**src/rtl/alu_req_scheduler.sv**
```systemverilog
// alu_req_scheduler: round-robin arbiter sharing one 4-bit ALU datapath among NREQ
// requesters. It grants a requester, drives the ALU and holds its inputs for ALU_WAIT
// cycles, captures the result, and returns it on a valid/ready response channel.
// Optional build macro ALU_SCHED_STATS_EN adds saturating stat_ops / stat_stall counters.
module alu_req_scheduler #(
  parameter int unsigned NREQ     = 4,
  parameter int unsigned IDW      = 2,
  parameter int unsigned ALU_WAIT = 2
) (
  input  logic              clk,
  input  logic              rst,
  input  logic [NREQ-1:0]   req,
  input  logic [2*NREQ-1:0] op_in,
  input  logic [4*NREQ-1:0] a_in,
  input  logic [4*NREQ-1:0] b_in,
  output logic [NREQ-1:0]   gnt,
  output logic              rsp_valid,
  input  logic              rsp_ready,
  output logic [IDW-1:0]    rsp_id,
  output logic [3:0]        rsp_y,
  output logic              rsp_flag,
  output logic [1:0]        alu_s,
  output logic [3:0]        alu_a,
  output logic [3:0]        alu_b,
  input  logic [3:0]        alu_y0,
  input  logic [3:0]        alu_y1,
  input  logic [3:0]        alu_y2,
  input  logic [3:0]        alu_y3,
  input  logic              alu_cout,
`ifdef ALU_SCHED_STATS_EN
  output logic [15:0]       stat_ops,
  output logic [15:0]       stat_stall,
`endif
  input  logic              alu_sign
);

  localparam int unsigned CNTW = (ALU_WAIT > 1) ? $clog2(ALU_WAIT) : 1;

  typedef enum logic [1:0] {IDLE, EXEC, RESP} state_t;

  state_t            state_q;
  logic [IDW-1:0]    ptr_q;
  logic [CNTW-1:0]   cnt_q;
  logic [NREQ-1:0]   gnt_q;
  logic              rsp_valid_q;
  logic [IDW-1:0]    rsp_id_q;
  logic [3:0]        rsp_y_q;
  logic              rsp_flag_q;
  logic [1:0]        alu_s_q;
  logic [3:0]        alu_a_q;
  logic [3:0]        alu_b_q;

  logic              win_found_c;
  logic [IDW-1:0]    win_idx_c;
  logic [1:0]        op_sel_c;
  logic [3:0]        a_sel_c;
  logic [3:0]        b_sel_c;
  logic [3:0]        alu_y_c;
  logic              flag_c;
  logic [IDW-1:0]    ptr_next_c;

  // Round-robin pick: first set request at or after the pointer, wrapping to 0
  always_comb begin
    int unsigned idx;
    win_found_c = 1'b0;
    win_idx_c   = '0;
    idx         = 0;
    for (int unsigned i = 0; i < NREQ; i++) begin
      idx = 32'(ptr_q) + i;
      if (idx >= NREQ) idx = idx - NREQ;
      if (!win_found_c && ((req & (NREQ'(1) << idx)) != '0)) begin
        win_found_c = 1'b1;
        win_idx_c   = IDW'(idx);
      end
    end
  end

  // Operand slices of the winning requester
  always_comb begin
    op_sel_c = 2'(op_in >> (32'(win_idx_c) * 32'd2));
    a_sel_c  = 4'(a_in >> (32'(win_idx_c) * 32'd4));
    b_sel_c  = 4'(b_in >> (32'(win_idx_c) * 32'd4));
  end

  // Result and flag selection for the op currently driven on the ALU
  always_comb begin
    alu_y_c = alu_y3;
    flag_c  = 1'b0;
    case (alu_s_q)
      2'd0: begin alu_y_c = alu_y0; flag_c = alu_cout; end
      2'd1: begin alu_y_c = alu_y1; flag_c = alu_sign; end
      2'd2: alu_y_c = alu_y2;
      default: alu_y_c = alu_y3;
    endcase
  end

  // Pointer moves to the slot after the winner once its response is taken
  always_comb begin
    ptr_next_c = (rsp_id_q == IDW'(NREQ - 1)) ? '0 : rsp_id_q + IDW'(1);
  end

  // Scheduler FSM with registered outputs
  always_ff @(posedge clk) begin
    if (rst) begin
      state_q     <= IDLE;
      ptr_q       <= '0;
      cnt_q       <= '0;
      gnt_q       <= '0;
      rsp_valid_q <= 1'b0;
      rsp_id_q    <= '0;
      rsp_y_q     <= '0;
      rsp_flag_q  <= 1'b0;
      alu_s_q     <= '0;
      alu_a_q     <= '0;
      alu_b_q     <= '0;
    end else begin
      gnt_q <= '0;
      case (state_q)
        IDLE: begin
          if (win_found_c) begin
            gnt_q    <= NREQ'(1) << win_idx_c;
            rsp_id_q <= win_idx_c;
            alu_s_q  <= op_sel_c;
            alu_a_q  <= a_sel_c;
            alu_b_q  <= b_sel_c;
            cnt_q    <= CNTW'(ALU_WAIT - 1);
            state_q  <= EXEC;
          end
        end
        EXEC: begin
          if (cnt_q == '0) begin
            rsp_y_q     <= alu_y_c;
            rsp_flag_q  <= flag_c;
            rsp_valid_q <= 1'b1;
            state_q     <= RESP;
          end else begin
            cnt_q <= cnt_q - CNTW'(1);
          end
        end
        RESP: begin
          if (rsp_ready) begin
            rsp_valid_q <= 1'b0;
            ptr_q       <= ptr_next_c;
            alu_s_q     <= '0;
            alu_a_q     <= '0;
            alu_b_q     <= '0;
            state_q     <= IDLE;
          end
        end
        default: state_q <= IDLE;
      endcase
    end
  end

  assign gnt       = gnt_q;
  assign rsp_valid = rsp_valid_q;
  assign rsp_id    = rsp_id_q;
  assign rsp_y     = rsp_y_q;
  assign rsp_flag  = rsp_flag_q;
  assign alu_s     = alu_s_q;
  assign alu_a     = alu_a_q;
  assign alu_b     = alu_b_q;

`ifdef ALU_SCHED_STATS_EN
  logic [15:0] stat_ops_q;
  logic [15:0] stat_stall_q;

  // Saturating counters: completed handshakes and back-pressured response cycles
  always_ff @(posedge clk) begin
    if (rst) begin
      stat_ops_q   <= '0;
      stat_stall_q <= '0;
    end else if (state_q == RESP) begin
      if (rsp_ready && stat_ops_q != 16'hFFFF) stat_ops_q <= stat_ops_q + 16'd1;
      if (!rsp_ready && stat_stall_q != 16'hFFFF) stat_stall_q <= stat_stall_q + 16'd1;
    end
  end

  assign stat_ops   = stat_ops_q;
  assign stat_stall = stat_stall_q;
`endif

endmodule

```
**config.mk**
```make
export PLATFORM = sky130hd
export DESIGN_NAME = alu_req_scheduler
export DESIGN_NICKNAME = d
export VERILOG_FILES = /design/src/rtl/alu_req_scheduler.sv
export SDC_FILE = /design/constraint.sdc
export NUM_CORES = 1
export LEC_CHECK = 0
export CORE_UTILIZATION = 43
export DETAILED_ROUTE_END_ITERATION = 10
export PLACE_DENSITY_LB_ADDON = 0.08
export SLEW_MARGIN = 25
export SYNTH_ARGS = -nofsm -noshare
export SYNTH_HDL_FRONTEND = slang
export SYNTH_SLANG_ARGS = --single-unit
```
**constraint.sdc**
```tcl
create_clock -name clk -period 3.5 [get_ports clk]
set_input_delay 0.7 -clock clk [delete_from_list [all_inputs] [get_ports clk]]
set_output_delay 0.7 -clock clk [all_outputs]
set_load 0.02 [all_outputs]
```
* Word level (Yosys, flattened, before mapping)
Index checks and enable logic that the tools add are counted.
Storage, ports and cells: bits in registers 27, output and inout bits 22, memory bits (writable) 0, bits in read-only memories 0, word-level logic and storage cells 102, latch bits 0, memories kept 0
Cells by class: multipliers 0, reductions and logical operators 23, divide/modulo/power cells 0, eq/ne operators 8, shift-type cells 8, add/sub/neg operators 9, magnitude comparators 4, multiplexer cells 32, bitwise logic cells 7
Operators with widths (count):
- 32-bit two-way mux | 4
- 1-bit by 32-bit left shift with 4-bit output, first input constant | 4
- 16-bit by 4-bit >> shifter with 4-bit output | 2
- 2-bit two-way mux | 9
- 4-bit bitwise AND | 4
- 4-bit one-hot mux with 2 select lines | 2
- 4-bit nonzero test | 4
- 4-bit two-way mux | 3
- 4-bit one-hot mux with 3 select lines | 1
- 3-bit by 3-bit subtractor with 4-bit output, second input constant | 3
- 3-bit greater-or-equal comparator, second input constant | 3
- 3-bit AND reduction | 3
- 1-bit two-way mux | 8
- 2-bit AND reduction | 4
- 8-bit by 3-bit >> shifter with 2-bit output | 1
- 2-bit by 2-bit adder with 3-bit output, second input constant | 2
- 2-bit == test, second input constant | 3
- 2-bit != test, second input constant | 3
- 1-bit one-hot mux with 2 select lines | 3
- 2-bit one-hot mux with 3 select lines | 1
- 2-bit nonzero test | 3
- 2-bit by 1-bit == test with 1-bit output, second input constant | 2
- 2-bit zero test | 2
- 2-bit one-hot mux with 2 select lines | 1
- 10 further kinds | 16

* Longest topological paths before layout
Gate-level depths: netlist of run 1.
word-level depth 18, depth in mapped cells 11, mapped depth without buffers 8

* Worst setup path after synthesis of run 1
OpenSTA, ideal clock, no wires.
kind register -> register, start register ptr_q[0], end register alu_a_q[0], in the netlist alu_a[0], library setup time 128 ps, setup slack 845 ps, arrival 2527 ps, stages on the path, launching flop included 11, required time 3372 ps, path buffers 2, path through dfxtp_1 -> inv_1 -> clkbuf_1 -> ha_1 -> a22o_1 -> or2_1 -> o41ai_2 -> a222oi_1 -> nand2b_1 -> buf_6 -> o211ai_2
On the way: word-level cells in the longest chain between the ends 18, elaborated cells between the ends (all ways) 46, those cells by class 7 x add/sub; 4 x order compare; 1 x eq/ne; 5 x shift; 14 x mux; 4 x bitwise; 11 x reduce/logical
RTL lines:
- start, declared | line 42 | logic [IDW-1:0] ptr_q;
- start signal, assigned | line 143 | ptr_q <= ptr_next_c;
- branches (longest 18 deep; another with 3-bit by 3-bit subtractor with 4-bit output)
- end signal, assigned | line 124 | alu_a_q <= a_sel_c;
- end, declared | line 50 | logic [3:0] alu_a_q;
Several ways; the timed one is not identified. The select of a mux whose other input is x is not followed. A chain may end at the register's enable or synchronous reset.

* Worst setup path in the final report of run 1
start input port req[1], end register alu_b_q[3], in the netlist alu_b[3]
On the way: word-level cells in the longest chain between the ends 15, elaborated cells between the ends (all ways) 27, those cells by class 1 x eq/ne; 1 x shift; 10 x mux; 4 x bitwise; 11 x reduce/logical
RTL lines:
- start, declared | line 12 | input logic [NREQ-1:0] req,
- 4-bit bitwise AND | line 71 | if (!win_found_c && ((req & (NREQ'(1) << idx)) != '0)) begin
- 4-bit nonzero test | line 71
- 1-bit two-way mux | line 71
- 1-bit zero test | line 71
- 1-bit logical AND | line 71
- 1-bit two-way mux | line 71
- 1-bit zero test | line 71
- 1-bit logical AND | line 71
- 1-bit two-way mux | line 71
- 1-bit zero test | line 71
- 1-bit logical AND | line 71
- 2-bit two-way mux | line 71
- 16-bit by 4-bit >> shifter with 4-bit output | line 82 | b_sel_c = 4'(b_in >> (32'(win_idx_c) * 32'd4));
- 4-bit two-way mux | line 120 | if (win_found_c) begin
- 4-bit one-hot mux with 2 select lines | line 118 | case (state_q)
- end signal, assigned | line 125 | alu_b_q <= b_sel_c;
- end, declared | line 51 | logic [3:0] alu_b_q;
Parallel ways exist; a longest one is shown, timed or not. The select of a mux whose other input is x is not followed.

==> impl_metrics.tcl, run 1 <==
set metrics [dict create \
    cts.reportedPaths.clkPinSlew_ns 0.10 \
    clockBufferDepth 2 \
    dieArea_um2 5142 \
    hold_class "reg2reg" \
    seq_area_um2 540.5 \
    ys_seq_area_share_pct 25.87 \
    antenna_found_initial 0 \
    vias_per_cell 5.841 \
    max_freq_mhz 356.5 \
    hold_violations 0 \
    critical_path_required_ns 3.64 \
    cts_tree "yes" \
    gp_congestion 0.8603 \
    routedWlPerCell_um 16.61 \
    fillers 392 \
    setup_violations 0 \
    met3_usage_pct 3.938 \
    num_vias 2132 \
    grt_pass1_vias 2059 \
    drt_iter0_markers 124 \
    max_slew.worst_pin.slew_ns 0.6415 \
    cts_resized 0 \
    synth.distinct_cells 40 \
    ant_nets 0 \
    gr-usage-all-layers_pct 24.25 \
    ys_warn_count 0 \
    synth-seq-cells 27 \
    clock_sinks 27 \
    num_rows 24 \
    synth_top_cell_by_area "dfxtp_1" \
    synth_top_area_share_pct 25.87 \
    period_share_pct 80.13 \
    clockRootBuffer "clkbuf_8" \
    ys_top_cells_by_area "dfxtp_1 26%, mux2i_1 12%, mux2_2 11%" \
    use_met2_pct 43.82 \
    slew_headroom_pct 57.23 \
    routed_wl_um 6061 \
    worstSetupPathType "in2reg" \
    avgSynthCellArea_um2 9.164 \
    nNetsFinal 385 \
    fin_area_um2 3065 \
    synthesis.area_um2 2090 \
    reg2regPathDepth 8 \
    power.total_mw 1.118 \
    dpl.hpwl_um 4519 \
    ctsHoldBuffers 0 \
    start_util_pct 46.39 \
    cp.arrival_ns 2.95 \
    areaGrowthSynthToFinish_pct 46.71 \
    synthFlopType "dfxtp_1" \
    rsz0062_at_grt "false" \
    die_w_um 71.71 \
    firstDrtPassIters 4 \
    synth_nets 299 \
    ioPinCount 87 \
    async_flop_share_pct 0 \
    skew_ns 0.007388 \
    ir_worst_vdd_v 0.0002862 \
    slew_violations 0 \
    grt_pass1_wl_um 9818 \
    tns_ns 0 \
    cts_buffers 3 \
    use_met1_pct 30.70 \
    drc_errors 0 \
    leakage_nw 1.219 \
    diodes 0 \
    grt_max_degree 23 \
    status "finished, final reports clean" \
    fin_crit_ns 2.805 \
    core_area_um2 4504 \
    cellPowerDensity_nw_per_um2 364.7 \
    port_buffers 86 \
    worstHoldPathCells 2 \
    multi_input_area_um2 1449 \
    holdWs_ns 0.4633 \
    post-cts-setup-buffers 0 \
    drive_gt1_share_pct 16.93 \
    drv_cap 0 \
    clk_latency_ns 0.28 \
    synth.top_cells.by_count "27 x dfxtp_1, 26 x mux2i_1, 20 x mux2_2" \
    die_h_um 71.71 \
    syn_inst 228 \
    path_max_fanout 10 \
    startpoint_type "input port" \
    synth-edff-count 0 \
    htreeDepth 1 \
    end_kind "flip-flop" \
    placed_cell_area_um2 3017 \
    top_usage_layer "met2" \
    yosysMostFrequentCell "dfxtp_1" \
    grt-ovfl-total 0 \
]
==> per-layer routing <==
metal / routed length [µm] / up-vias
met1: 2589 / 1011
met4: 44 / 0
met5: 0 / -
met2: 3122 / 71
li1: - / 1044
met3: 305 / 6
==> power by group <==
group / switching [mW] / internal (mW) / total, mW
Clock: 0.103 / 0.0809 / 0.184
Sequential: 0.0400 / 0.354 / 0.394
Combinational: 0.255 / 0.285 / 0.540
==> cell usage in the layout, fill, tap and decap left out, drive strengths merged, types with 4 or more instances in the layout <==
master         instances
clkdlybuf4s50         86
dfxtp                 27
mux2i                 26
mux2                  20
nand3                 19
nand2                 15
nor2                  15
o211ai                12
buf                   11
o21ai                 10
o2111ai                9
a21oi                  7
a22oi                  6
ha                     6
inv                    5
nor3                   5
a211oi                 5
mux4                   4
==> kinds of logic after synthesis <==
group / count (synthesis) / synth area share, %
DFF: 27 / 25.87
muxes: 50 / 27.55
and+or+nand+nor: 66 / 15.45
AOI/OAI and AO/OA: 58 / 22.76
adders and majority gates: 6 / 3.593
buffers and inverters: 21 / 4.790
==> worst max-delay path, stage by stage <==
cell	delay, ns
clkdlybuf4s50_1	0.47
a22o_1	0.29
or2_1	0.26
o41ai_1	0.45
nor3_1	0.11
nand2b_1	0.50
o211ai_2	0.16
==> metrics by stage <==
| stage | util, % | setup slack [ns] | cells |
|---|---|---|---|
| floorplan | - | 0.8447 | 228 |
| global placement | 66.97 | 0.4528 | 361 |
| detailed placement | 66.97 | 0.4461 | 361 |
| CTS | 68.06 | 0.7342 | 365 |
| global route | 68.06 | 0.5055 | 365 |
| finish | 68.06 | 0.6953 | 365 |
==> final timing paths <==
path,start,end,slack [ns]
worst max-delay path,req[1],alu_b[3],0.70
worst min register to register,rsp_valid,rsp_valid,0.46
worst max register to register,ptr_q[1],alu_b[3],0.79
worst min-delay path,rsp_valid,rsp_valid,0.46
==> state kept, by name (all words and copies together), names as in the netlist <==
signal	count
alu_a	4
alu_b	4
alu_s	2
cnt_q	1
gnt	4
ptr_q	2
rsp_flag	1
rsp_id	2
rsp_valid	1
rsp_y	4
state_q	2
==> layout make-up <==
type                       count  area share (%)
inverter                       5          0.6122
clock inverter                 1          0.2449
multi-input combinational    180           47.27
timing repair buffer          97           30.78
tap                           52           2.122
clock buffer                   3           1.347
sequential                    27           17.63
Note: power is estimated with default switching activity, not from simulation.
==> run 2: changes to the inputs <==
- CORE_UTILIZATION: 43 -> 39
- clock period: 3.5 -> 2.35 ns (I/O delays scaled with it)
==> run 2 against run 1 <==
Wire length increased by 9.6%. First-iteration DRC count decreased by 37%. Critical path depth increased by 3. Critical endpoint is now alu_b[0]. Largest cell class unchanged.
==> impl_metrics.tcl, run 2 (synthesis results as in run 1) <==
set metrics [dict create \
    grt_pass1_vias 2173 \
    ir_worst_vdd_v 0.0003027 \
    hold_end "rsp_valid" \
    routedWlPerCell_um 15.81 \
    vias_per_cell 5.471 \
    r2r_setup_slack_ns 0.04 \
    grt_max_degree 20 \
    critical_path_required_ns 2.51 \
    max_freq_mhz 433.7 \
    worstHoldPathCells 2 \
    holdWs_ns 0.4740 \
    ctsHoldBuffers 0 \
    antenna_found_initial 0 \
    num_rows 26 \
    max_slew.worst_pin.slew_ns 0.5161 \
    startpoint_type "flip-flop" \
    placed_cell_area_um2 3291 \
    rsz0062_at_grt "true" \
    clockBufferDepth 2 \
    areaGrowthSynthToFinish_pct 72.39 \
    hp-start "rsp_valid" \
    pre_cts_slack_ns -0.4418 \
    skew_ns 0.009374 \
    cts_buffers 3 \
    end_kind "flip-flop" \
    ioPinCount 87 \
    dieArea_um2 5654 \
    cts_tree "yes" \
    reg2reg_to "alu_b[0]" \
    cts.reportedPaths.clkPinSlew_ns 0.11 \
    slew_headroom_pct 65.33 \
    fin_crit_ns 2.306 \
    start_util_pct 40.65 \
    post-route-util_pct 70.08 \
    die_w_um 75.20 \
    drive_gt1_share_pct 33.14 \
    grt-ovfl-total 0 \
    clk_latency_ns 0.28 \
    gp_congestion 0.8091 \
    path_max_fanout 8 \
    reg2regPathDepth 10 \
    leakage_nw 1.506 \
    num_vias 2298 \
    grt_pass1_wl_um 10170 \
    power.total_mw 1.839 \
    firstDrtPassIters 4 \
    cp.arrival_ns 2.47 \
    nNetsFinal 422 \
    drc_errors 0 \
    hold_class "reg2reg" \
    hold_violations 0 \
    ant_nets 0 \
    core_area_um2 5140 \
    dpl.hpwl_um 4790 \
    diodes 0 \
    setup_slack_ns 0.04437 \
    clockRootBuffer "clkbuf_8" \
    slew_violations 0 \
    fin_area_um2 3602 \
    routed_wl_um 6641 \
    drv_cap 0 \
    htreeDepth 1 \
    setup_violations 0 \
    drt_iter0_markers 78 \
    port_buffers 86 \
    dp_cells 405 \
    worstSetupPathType "reg2reg" \
    cellPowerDensity_nw_per_um2 510.4 \
    mostFrequentLayoutCell "clkdlybuf4s50_1" \
    clock_sinks 27 \
    layout_common_cells "82 x clkdlybuf4s50_1, 40 x buf_4, 26 x mux2i_1" \
    period_share_pct 98.11 \
    die_h_um 75.20 \
    gr-usage-all-layers_pct 23.44 \
    r2r-start "ptr_q[1]" \
    status "finished, final reports clean" \
    fin_cells 420 \
    tns_ns 0 \
]
## run 2: cell types whose count changed in the layout (fill, tap and decap cells not counted), moves of 3 or more
| cell | change |
|---|---|
| ha_1 | -4 |
| o2111ai_2 | +8 |
| a22oi_2 | +5 |
| mux2_2 | -6 |
| buf_6 | +5 |
| buf_4 | +29 |
| o2111ai_1 | -8 |
| mux2_4 | +6 |
| a22oi_1 | -5 |
| clkdlybuf4s50_1 | -4 |
| ha_4 | +3 |
## run 2: critical path, stage by stage (launching register included)
cell	delay, ns
dfxtp_4	0.40
inv_4	0.06
ha_4	0.17
a22o_1	0.28
o211ai_1	0.25
o211ai_1	0.13
buf_4	0.17
clkbuf_16	0.16
mux2_2	0.28
o2111ai_2	0.18
o211ai_2	0.11
## run 2: how the worst max path moves through the flow
stage / endpoint / depth (start not counted) / startpoint / slack, ns
detailed placement: alu_b[0] / 8 / req[1] / -0.44
global route: alu_b[1] / 11 / ptr_q[1] / -0.03
finish: alu_b[0] / 10 / ptr_q[1] / 0.04
global placement: alu_a[0] / 8 / req[1] / -0.36
floorplan: alu_a[0] / 10 / ptr_q[0] / 0.01
CTS: alu_b[0] / 10 / ptr_q[0] / 0.003
## run 2: what timing repair did
item / CTS / global route
pin swaps: 2 / 13
gates cloned: 1 / 1
gates resized for setup: 11 / 33
setup endpoints to repair: 14 / 12
buffers inserted: 1 / 8
## run 2: cell type report
type                            instances  area [µm²]
Multi-Input combinational cell        180        1624
Inverter                                5       26.28
Sequential cell                        27       548.0
Clock buffer                            3       41.29
Fill cell                             432        1538
Tap cell                               70       87.58
Clock inverter                          1       7.507
Timing Repair Buffer                  134        1267
## run 2: routing by layer
| metal | wire length, µm | GRT usage (%) | vias up | share of wire (%) |
|---|---|---|---|---|
| li1 | - | - | 1122 | - |
| met1 | 2869 | 30.46 | 1085 | 43 |
| met2 | 3319 | 39.94 | 81 | 50 |
| met3 | 365 | 4.552 | 10 | 5.5 |
| met4 | 86 | 6.173 | 0 | 1.3 |
| met5 | 0 | 0 | - | 0 |
## run 2: power by group
group	internal (mW)	switching, mW
Combinational	0.541	0.433
Sequential	0.526	0.0541
Clock	0.121	0.164
